**src/rtl/stage3_mem_arbiter_pkg.sv**
```systemverilog
// Shared types for the fetch/data memory-bus arbiter: FSM states, the latched
// bus request record and the starvation counter width.
package stage3_mem_arbiter_pkg;

  localparam int unsigned BUS_ADDR_W   = 32;
  localparam int unsigned BUS_DATA_W   = 32;
  localparam int unsigned STARVE_CNT_W = 4;

  typedef enum logic [1:0] {
    StIdle,
    StIgrant,
    StDgrant,
    StDrain
  } arb_state_t;

  typedef struct packed {
    logic                    ren;
    logic                    wen;
    logic [BUS_ADDR_W-1:0]   addr;
    logic [BUS_DATA_W-1:0]   wdata;
    logic [BUS_DATA_W/8-1:0] byte_en;
  } bus_req_t;

endpackage

```
**src/rtl/stage3_mem_arbiter_if.sv**
```systemverilog
// Requester and memory-bus signals of the arbiter. The slave modport is the
// arbiter's view; master is the view of the surrounding pipeline and memory.
interface stage3_mem_arbiter_if #(
  parameter int unsigned ADDR_W = 32,
  parameter int unsigned DATA_W = 32
);
  logic                  i_ren;
  logic [ADDR_W-1:0]     i_addr;
  logic [DATA_W-1:0]     i_rdata;
  logic                  i_busy;

  logic                  d_ren;
  logic                  d_wen;
  logic [ADDR_W-1:0]     d_addr;
  logic [DATA_W-1:0]     d_wdata;
  logic [DATA_W/8-1:0]   d_byte_en;
  logic [DATA_W-1:0]     d_rdata;
  logic                  d_busy;

  logic                  bus_ren;
  logic                  bus_wen;
  logic [ADDR_W-1:0]     bus_addr;
  logic [DATA_W-1:0]     bus_wdata;
  logic [DATA_W/8-1:0]   bus_byte_en;
  logic [DATA_W-1:0]     bus_rdata;
  logic                  bus_busy;

  modport slave (
    input  i_ren, i_addr, d_ren, d_wen, d_addr, d_wdata, d_byte_en, bus_rdata, bus_busy,
    output i_rdata, i_busy, d_rdata, d_busy,
    output bus_ren, bus_wen, bus_addr, bus_wdata, bus_byte_en
  );

  modport master (
    output i_ren, i_addr, d_ren, d_wen, d_addr, d_wdata, d_byte_en, bus_rdata, bus_busy,
    input  i_rdata, i_busy, d_rdata, d_busy,
    input  bus_ren, bus_wen, bus_addr, bus_wdata, bus_byte_en
  );
endinterface

```
**src/rtl/stage3_arb_starve_ctr.sv**
```systemverilog
// Saturating count of data grants issued while fetch waits; force_fetch rises
// once the count reaches STARVE_LIMIT.
module stage3_arb_starve_ctr
  import stage3_mem_arbiter_pkg::*;
#(
  parameter int unsigned STARVE_LIMIT = 4
) (
  input  logic clk,
  input  logic rst,
  input  logic idle,
  input  logic fetch_req,
  input  logic data_grant,
  input  logic fetch_grant,
  output logic force_fetch
);

  logic [STARVE_CNT_W-1:0] cnt_q, cnt_d;

  always_comb begin
    cnt_d = cnt_q;
    if (fetch_grant || (idle && !fetch_req)) begin
      cnt_d = '0;
    end else if (data_grant && fetch_req && (cnt_q != '1)) begin
      cnt_d = cnt_q + 1'b1;
    end
  end

  always_ff @(posedge clk) begin
    if (rst) begin
      cnt_q <= '0;
    end else begin
      cnt_q <= cnt_d;
    end
  end

  assign force_fetch = (cnt_q >= STARVE_CNT_W'(STARVE_LIMIT));

endmodule

```
**src/rtl/stage3_mem_arbiter.sv**
```systemverilog
// Fetch/data arbiter onto one memory bus: data-first priority with a starvation
// guard, no preemption, and draining of withdrawn transactions.
// Optional perf counters are enabled by defining STAGE3_ARB_PERF_EN.
module stage3_mem_arbiter
  import stage3_mem_arbiter_pkg::*;
#(
  parameter int unsigned ADDR_W       = BUS_ADDR_W,
  parameter int unsigned DATA_W       = BUS_DATA_W,
  parameter int unsigned STARVE_LIMIT = 4
) (
  input  logic                 CLK,
  input  logic                 RST,
  stage3_mem_arbiter_if.slave  arb
`ifdef STAGE3_ARB_PERF_EN
  ,
  output logic [31:0]          perf_i_wait,
  output logic [31:0]          perf_d_wait,
  output logic [31:0]          perf_drain
`endif
);

  arb_state_t          state_q, state_d;
  bus_req_t            req_q, req_d;
  logic                d_req, data_win, fetch_win, force_fetch, idle, bus_on;
  logic                withdraw, i_busy_c, d_busy_c;
  logic [ADDR_W-1:0]   owner_addr;
  logic [DATA_W/8-1:0] fetch_be;

  assign fetch_be  = '1;
  assign d_req     = arb.d_ren | arb.d_wen;
  assign idle      = (state_q == StIdle);
  assign data_win  = d_req & ~(force_fetch & arb.i_ren);
  assign fetch_win = arb.i_ren & ~data_win;

  // The owner withdraws by dropping its request or moving to another address.
  assign owner_addr = (state_q == StIgrant) ? arb.i_addr : arb.d_addr;
  assign withdraw   = ((state_q == StIgrant) ? ~arb.i_ren : ~d_req) |
                      (owner_addr != req_q.addr);

  always_comb begin
    state_d  = state_q;
    req_d    = req_q;
    i_busy_c = 1'b1;
    d_busy_c = 1'b1;
    unique case (state_q)
      StIdle: begin
        if (data_win) begin
          state_d       = StDgrant;
          req_d.ren     = arb.d_ren;
          req_d.wen     = arb.d_wen;
          req_d.addr    = arb.d_addr;
          req_d.wdata   = arb.d_wen ? arb.d_wdata : '0;
          req_d.byte_en = arb.d_byte_en;
        end else if (fetch_win) begin
          state_d       = StIgrant;
          req_d.ren     = 1'b1;
          req_d.wen     = 1'b0;
          req_d.addr    = arb.i_addr;
          req_d.wdata   = '0;
          req_d.byte_en = fetch_be;
        end
      end
      StIgrant, StDgrant: begin
        if (!arb.bus_busy) begin
          // A withdrawal in the completion cycle still ends the transaction, silently.
          state_d = StIdle;
          if (!withdraw) begin
            i_busy_c = (state_q != StIgrant);
            d_busy_c = (state_q != StDgrant);
          end
        end else if (withdraw) begin
          state_d = StDrain;
        end
      end
      StDrain: begin
        if (!arb.bus_busy) begin
          state_d = StIdle;
        end
      end
      default: state_d = StIdle;
    endcase
  end

  always_ff @(posedge CLK) begin
    if (RST) begin
      state_q <= StIdle;
      req_q   <= '0;
    end else begin
      state_q <= state_d;
      req_q   <= req_d;
    end
  end

  stage3_arb_starve_ctr #(
    .STARVE_LIMIT (STARVE_LIMIT)
  ) u_starve (
    .clk         (CLK),
    .rst         (RST),
    .idle        (idle),
    .fetch_req   (arb.i_ren),
    .data_grant  (idle & data_win),
    .fetch_grant (idle & fetch_win),
    .force_fetch (force_fetch)
  );

  assign bus_on          = ~idle;
  assign arb.bus_ren     = bus_on & req_q.ren;
  assign arb.bus_wen     = bus_on & req_q.wen;
  assign arb.bus_addr    = bus_on ? req_q.addr    : '0;
  assign arb.bus_wdata   = bus_on ? req_q.wdata   : '0;
  assign arb.bus_byte_en = bus_on ? req_q.byte_en : '0;
  assign arb.i_rdata     = arb.bus_rdata;
  assign arb.d_rdata     = arb.bus_rdata;
  assign arb.i_busy      = i_busy_c;
  assign arb.d_busy      = d_busy_c;

`ifdef STAGE3_ARB_PERF_EN
  logic [31:0] perf_i_wait_q, perf_d_wait_q, perf_drain_q;

  always_ff @(posedge CLK) begin
    if (RST) begin
      perf_i_wait_q <= '0;
      perf_d_wait_q <= '0;
      perf_drain_q  <= '0;
    end else begin
      if (arb.i_ren && i_busy_c) perf_i_wait_q <= perf_i_wait_q + 32'd1;
      if (d_req && d_busy_c)     perf_d_wait_q <= perf_d_wait_q + 32'd1;
      if ((state_d == StDrain) && (state_q != StDrain)) perf_drain_q <= perf_drain_q + 32'd1;
    end
  end

  assign perf_i_wait = perf_i_wait_q;
  assign perf_d_wait = perf_d_wait_q;
  assign perf_drain  = perf_drain_q;
`endif

endmodule

```
**src/flat_wrapper.sv**
```systemverilog
// flat-port wrapper written by rule: the top's interface ports become plain ports
module stage3_mem_arbiter_flat import stage3_mem_arbiter_pkg::*;
#(
  parameter int unsigned ADDR_W       = BUS_ADDR_W,
  parameter int unsigned DATA_W       = BUS_DATA_W,
  parameter int unsigned STARVE_LIMIT = 4
)
  (CLK, RST, arb_i_ren, arb_i_addr, arb_d_ren, arb_d_wen, arb_d_addr, arb_d_wdata, arb_d_byte_en, arb_bus_rdata, arb_bus_busy, arb_i_rdata, arb_i_busy, arb_d_rdata, arb_d_busy, arb_bus_ren, arb_bus_wen, arb_bus_addr, arb_bus_wdata, arb_bus_byte_en);
  stage3_mem_arbiter_if #(.ADDR_W(ADDR_W), .DATA_W(DATA_W)) arb_i ();
  input  logic CLK;
  input  logic RST;
  input wire logic [$bits(arb_i.i_ren)-1:0] arb_i_ren;
  input wire logic [$bits(arb_i.i_addr)-1:0] arb_i_addr;
  input wire logic [$bits(arb_i.d_ren)-1:0] arb_d_ren;
  input wire logic [$bits(arb_i.d_wen)-1:0] arb_d_wen;
  input wire logic [$bits(arb_i.d_addr)-1:0] arb_d_addr;
  input wire logic [$bits(arb_i.d_wdata)-1:0] arb_d_wdata;
  input wire logic [$bits(arb_i.d_byte_en)-1:0] arb_d_byte_en;
  input wire logic [$bits(arb_i.bus_rdata)-1:0] arb_bus_rdata;
  input wire logic [$bits(arb_i.bus_busy)-1:0] arb_bus_busy;
  output wire logic [$bits(arb_i.i_rdata)-1:0] arb_i_rdata;
  output wire logic [$bits(arb_i.i_busy)-1:0] arb_i_busy;
  output wire logic [$bits(arb_i.d_rdata)-1:0] arb_d_rdata;
  output wire logic [$bits(arb_i.d_busy)-1:0] arb_d_busy;
  output wire logic [$bits(arb_i.bus_ren)-1:0] arb_bus_ren;
  output wire logic [$bits(arb_i.bus_wen)-1:0] arb_bus_wen;
  output wire logic [$bits(arb_i.bus_addr)-1:0] arb_bus_addr;
  output wire logic [$bits(arb_i.bus_wdata)-1:0] arb_bus_wdata;
  output wire logic [$bits(arb_i.bus_byte_en)-1:0] arb_bus_byte_en;
  assign arb_i.i_ren = arb_i_ren;
  assign arb_i.i_addr = arb_i_addr;
  assign arb_i.d_ren = arb_d_ren;
  assign arb_i.d_wen = arb_d_wen;
  assign arb_i.d_addr = arb_d_addr;
  assign arb_i.d_wdata = arb_d_wdata;
  assign arb_i.d_byte_en = arb_d_byte_en;
  assign arb_i.bus_rdata = arb_bus_rdata;
  assign arb_i.bus_busy = arb_bus_busy;
  assign arb_i_rdata = arb_i.i_rdata;
  assign arb_i_busy = arb_i.i_busy;
  assign arb_d_rdata = arb_i.d_rdata;
  assign arb_d_busy = arb_i.d_busy;
  assign arb_bus_ren = arb_i.bus_ren;
  assign arb_bus_wen = arb_i.bus_wen;
  assign arb_bus_addr = arb_i.bus_addr;
  assign arb_bus_wdata = arb_i.bus_wdata;
  assign arb_bus_byte_en = arb_i.bus_byte_en;
  stage3_mem_arbiter #(.ADDR_W(ADDR_W), .DATA_W(DATA_W), .STARVE_LIMIT(STARVE_LIMIT)) u_core (.CLK(CLK), .RST(RST), .arb(arb_i));
endmodule
```
**config.mk**
```make
export PLATFORM = sky130hd
export DESIGN_NAME = stage3_mem_arbiter_flat
export DESIGN_NICKNAME = d
export VERILOG_FILES = /design/src/rtl/stage3_mem_arbiter_pkg.sv /design/src/rtl/stage3_mem_arbiter_if.sv /design/src/rtl/stage3_arb_starve_ctr.sv /design/src/rtl/stage3_mem_arbiter.sv /design/src/flat_wrapper.sv
export SDC_FILE = /design/constraint.sdc
export NUM_CORES = 1
export LEC_CHECK = 0
export ABC_AREA = 1
export ABC_CLOCK_PERIOD_IN_PS = 2640
export BUFFER_PORTS_ARGS = -buffer_cell sky130_fd_sc_hd__buf_2
export CORE_ASPECT_RATIO = 1.5
export CORE_MARGIN = 3
export CORE_UTILIZATION = 35
export DETAILED_ROUTE_END_ITERATION = 7
export GPL_ROUTABILITY_DRIVEN = 0
export GPL_TIMING_DRIVEN = 0
export PLACE_DENSITY = 0.61
export SKIP_LAST_GASP = 1
export SLEW_MARGIN = 10
export SYNTH_ARGS = -nofsm -noshare
export SYNTH_HDL_FRONTEND = slang
export SYNTH_SLANG_ARGS = --single-unit
export TNS_END_PERCENT = 100
```
**constraint.sdc**
```tcl
create_clock -name CLK -period 2.64 [get_ports CLK]
set_input_delay 0.396 -clock CLK [delete_from_list [all_inputs] [get_ports CLK]]
set_output_delay 0.396 -clock CLK [all_outputs]
set_load 0.05 [all_outputs]
```
Yosys cells after proc, flatten, opt, wreduce, memory -nomap -nowiden
Cells that the tools add are included.

Flip-flop bits (word level): 76. Output and inout bits: 136.

Add/subtract/negate cells: 1. Order comparisons: 1. Equality and inequality tests: 10. Mux-type cells: 20. Bitwise logic cells: 14. Reductions and logical operators: 11.

Operator list (count): $mux W70 (2); $mux W32 (4); $ne A32 B32 Y1 (1); $mux W2 (5); $and A1 B1 Y1 (7); $mux W1 (7); $pmux W2 S3 (1); $not A1 Y1 (5); $add A4 B1 Y4 const B (1); $eq A2 B2 Y1 const B (2); $ge A4 B3 Y1 const B (1); $mux W4 (1); $ne A2 B2 Y1 const B (2); $ne A4 B4 Y1 const B (1); $reduce_or A2 Y1 (2); $logic_and A1 B1 Y1 (3); $ne A3 B1 Y1 const B (1); $ne A3 B2 Y1 const B (1); $reduce_and A3 Y1 (1); $eq A2 B1 Y1 const B (1); $logic_not A2 Y1 (1); $ne A2 B1 Y1 const B (1); $or A1 B1 Y1 (2); $reduce_and A2 Y1 (1); other kinds (3) (3).

Logic depth before layout (Yosys ltp)
Depth after elaboration: 9. Gate-level depth with buffers: 17. Gate-level depth less buffers: 16.

By module
From an unflattened synthesis, not the netlist that was laid out.

Cells, all modules: 807. Area, all modules: 5016.1 um^2.

By module, submodules not included: stage3_mem_arbiter (instances 1, cells an instance 773, area each 4783.3 um^2, sequential area each 1441.4 um^2); stage3_arb_starve_ctr (instances 1, cells an instance 34, area each 232.7 um^2, sequential area each 80.1 um^2).

Worst setup path before layout
No wires, ideal clock.

Path kind: reg2out. From: reg u_core.state_q[1]. To: out arb_d_busy. Data arrival time: 2.054 ns. Data required time: 2.244 ns. Path slack: 0.190 ns. Stages on the path, launching flop included: 16. Buffers on the path: 2. Cell sequence: dfxtp_1 > inv_1 > ha_1 > buf_6 > buf_12 > nand2_1 > nand2_1 > nand2_1 > nand2_1 > nor2_1 > nand2_1 > nor2_1 > nand2_1 > nor2_2 > and2_1 > nand4_1.

Longest elaborated chain between the ends: 7.

Ends and longest elaborated chain: start, declared (RTL line stage3_mem_arbiter.sv:22) `arb_state_t state_q, state_d;`; start signal, assigned (RTL line stage3_mem_arbiter.sv:86) `state_q <= StIdle;`; start signal, assigned (RTL line stage3_mem_arbiter.sv:89) `state_q <= state_d;`; $eq A2 B1 Y1 (RTL line stage3_mem_arbiter.sv:36, stage3_mem_arbiter.sv:37, stage3_mem_arbiter.sv:45); $mux W32 (RTL line stage3_mem_arbiter.sv:36) `assign owner_addr = (state_q == StIgrant) ? arb.i_addr : arb.d_addr;`; $ne A32 B32 Y1 (RTL line stage3_mem_arbiter.sv:38) `(owner_addr != req_q.addr);`; $or A1 B1 Y1 (RTL line stage3_mem_arbiter.sv:37) `assign withdraw = ((state_q == StIgrant) ? ~arb.i_ren : ~d_req) |`; $mux W1 (RTL line stage3_mem_arbiter.sv:67) `if (!withdraw) begin`; $mux W1 (RTL line stage3_mem_arbiter.sv:64) `if (!arb.bus_busy) begin`; $mux W1 * (RTL line stage3_mem_arbiter.sv:45) `unique case (state_q)`; end, declared (RTL line flat_wrapper.sv:24) `output wire logic [$bits(arb_i.d_busy)-1:0] arb_d_busy;`.

Every way passes the cells marked *; elsewhere a longest branch is shown, timed or not.

Worst setup path in the final report
Ends and elaborated chain as after synthesis.

==> run metrics <==
crit path time final=2855 ps; core area=~14,000 um^2; Yosys warnings=0; status=finished, violations left; Chip Height=around 150 um; Final HPWL DP=15.25 mm; clk_lat worst skew=340 ps; Setup-failing EPs final=2; vias in the first global route=between 5,000 and 6,000; Top Ports=274; Placement Cell Area=6546 um^2; routed vias/inst=approximately 4.6; CTS tree=yes; worst min path class=input port to flip-flop; Synth area leaders=dfxtp_1 30%, nand2_1 15%, buf_4 9.6%; Worst path top cell family by delay=simple AND/OR/NAND/NOR gates; final clock skew=approximately 9 ps; share of layout cells above drive strength 1=0.3610; Clock Tree Buf Depth=2; Post-synth EDFFs=0; first-pass GRT wire length=slightly below 30 mm; worst vdd ir=0.3023 mV; Final Routed Wirelength=19.47 mm; PD cells=approximately 640 nW/um^2; CP Launch Type=flip-flop; CP max-delay cell=dfxtp_2; mux contribution to synthesized area=0; Mapped Avg Cell Area=6.241 um^2; Finished Layout Cells=1,280; Die ar.=16,100 um^2; post-synthesis sequential area ratio=0.2980; total grt overflow=0; RSZ-0062 raised after global routing=true; Setup WS post-layout=-215.3 ps; flops & latches, synth=76; largest area contributor in the netlist=dfxtp_1; Async SR Flop Fraction=0; crit-path max cell delay=340 ps; fmax=0.3502 GHz; Post-Synth Simple-Gate Area=0.3049; iteration-0 DRC count of the detailed router=266; failing checks=setup timing; Final nets=1,225; CTS Buf Count=9; area delta synth->final=40.49%; Syn Std Cell Area=around 5100 um^2; Crit Path Class=flip-flop to primary output; Cells after Synth=818; Pins Over Slew Limit=0; CTS H-Tree Depth=3; arrival time worst endpoint=2460 ps; Starting Density=0.3614; Final Core Density=0.5078; Max-Cap Viols=0; root buffer cell=clkbuf_16; syn_nets=961; area share of the largest cell type after synthesis=0.2980; Finished Cell Area=roughly 7000 um^2; dpl cells=1,250; WL/cell=around 15 um; combinational family with the most area after synthesis=simple AND/OR/NAND/NOR gates; Worst Path Required=2240 ps; IO buf count=240; Compound-Gate Fraction of Synth Area=0.1365; clock transition at the registers of the reported paths=60 ps; site row count=53; Routed Antenna Nets=0; CP cell instances=inv_2 > ha_4 > buf_12 > buf_12 > nand2_4 > nand2_4 > xor2_4 > nand2_2 > nor2_2 > nand2_1 > nor2_2 > and2_4 > nand4_1 > buf_6; crit end category=primary output; Synth Area in XOR/XNOR=0.01716; Vias=5,928; Worst slew margin=0.5384; peak fanout along the critical path=8; Adder-Cell Fraction of Synth Area=0.01225; fin crit share=1.082; Least-Margin Pin Slew=692.4 ps; final hold viol count=0; largest net degree at the start of global routing=13; Bufs and invs on worst path=4; Top FF cell, synth=dfxtp_1; Yosys cell types=30; total track usage=0.2340; CTS sink cnt=76; die width=104.6 um; Final Power=4.595 mW; initial antenna violation count=5; leakage power total=3.973 nW; Residual DRC=0; first-pass iteration count of the detailed router=5
[power breakdown]
group	switching, mW	internal [mW]
logic	1.42	0.629
clock network	0.484	0.679
registers	0.0896	1.29
total	2.00	2.60
[worst register-to-register path, stage by stage (launching register included)]
cell	delay [ps]
dfxtp_2	340
inv_2	60
ha_4	170
buf_12	150
buf_12	150
nand2_4	70
nand2_4	60
xor2_4	190
nand2_2	100
nor2_2	150
nand2_1	80
nor2_2	140
buf_4	130
buf_4	100
nand3_2	90
a21oi_1	140
nor2_1	60
[path summary, 6_finish.rpt]
kind         cells past startpoint  slack [ps]                      from                        to
max reg2reg                     16         350         u_core.state_q[1]         u_core.state_q[1]
min reg2reg                      2         430  u_core.u_starve.cnt_q[3]  u_core.u_starve.cnt_q[3]
min                              3         300            arb_d_wdata[6]          u_core.req_q[10]
max                             14        -220         u_core.state_q[1]                arb_d_busy
[synthesized netlist by cell type, drive strengths merged (5+ instances only)]
master	n
dfxtp	76
o21ai	13
nor3	5
ha	5
xor2	10
inv	130
a22oi	32
nand2	201
o211ai	34
clkbuf	27
nor2	127
nand3	51
a21oi	15
buf	79
[through the flow]
stage	setup WS, ps	TNS (ps)	hold WS (ps)
after floorplan	189.6	0	408.9
after global placement	-267.6	-532.5	417.0
after detailed placement	-298.9	-586.4	424.5
after CTS	-187.0	-959.8	281.9
after global routing	-300.7	-596.7	290.7
final	-215.3	-424.0	296.9
[layer usage]
metal,global-route usage,share of wire
met5,0,0.0025
met4,0.09318,0.037
met3,0.07602,0.10
met2,0.4424,0.51
met1,0.2340,0.35
[registers in the layout, indices dropped and copies added, names as in the netlist]
| register | cells |
|---|---|
| u_core.req_q | 70 |
| u_core.u_starve.cnt_q | 4 |
| u_core.state_q | 2 |
[cell type report]
cell class | instances | area, um^2
Fill cell | 1531 | 6953
Tap cell | 192 | 240.2
Inverter | 131 | 494.2
Multi-Input combinational cell | 505 | 2542
Timing Repair Buffer | 253 | 1348
Buffer | 106 | 738.2
Sequential cell | 76 | 1526
Clock buffer | 11 | 252.7
Clock inverter | 4 | 25.02
Antenna cell | 2 | 5.005
[kinds of logic (layout without fill, tap and decap cells)]
family                   count (synthesis)  after routing
AO/OA/AOI/OAI                          102            102
XOR/XNOR                                10             10
adder cells (fa/ha/maj)                  5              5
buffers and inverters                  237            505
flip-flops                              76             76
other                                    0              2
AND/OR/NAND/NOR                        388            388
[timing repair]
action                     in CTS  in global routing
setup endpoints to repair      35                 64
pin swaps                      17                 25
setup buffers                  11                  1
hold buffers                    0                  0
cloned                          1                  0
gates resized for setup        39                 32
[layout by cell type (no fill, tap or decap), types with 4 or more instances in the layout]
master     synthesis  layout
clkbuf_1          27      19
clkbuf_2           0       8
buf_6              3       4
inv_1            127     126
dfxtp_1           76      74
nand2_1          198     180
buf_1              4       4
ha_1               5       4
o211ai_1          34      34
nor3_1             5       5
a21oi_1           15      15
nor2_2             3       6
xor2_1            10       8
buf_2              6     242
o21ai_0           12      12
clkbuf_16          0       9
buf_8              0       4
nand3_1           50      49
nor2_1           124     119
buf_4             65      74
a22oi_1           32      32
a211oi_1           4       4
nand2_2            3      16
nand2_4            0       5
No activity file was read; power rests on OpenSTA's default activity.
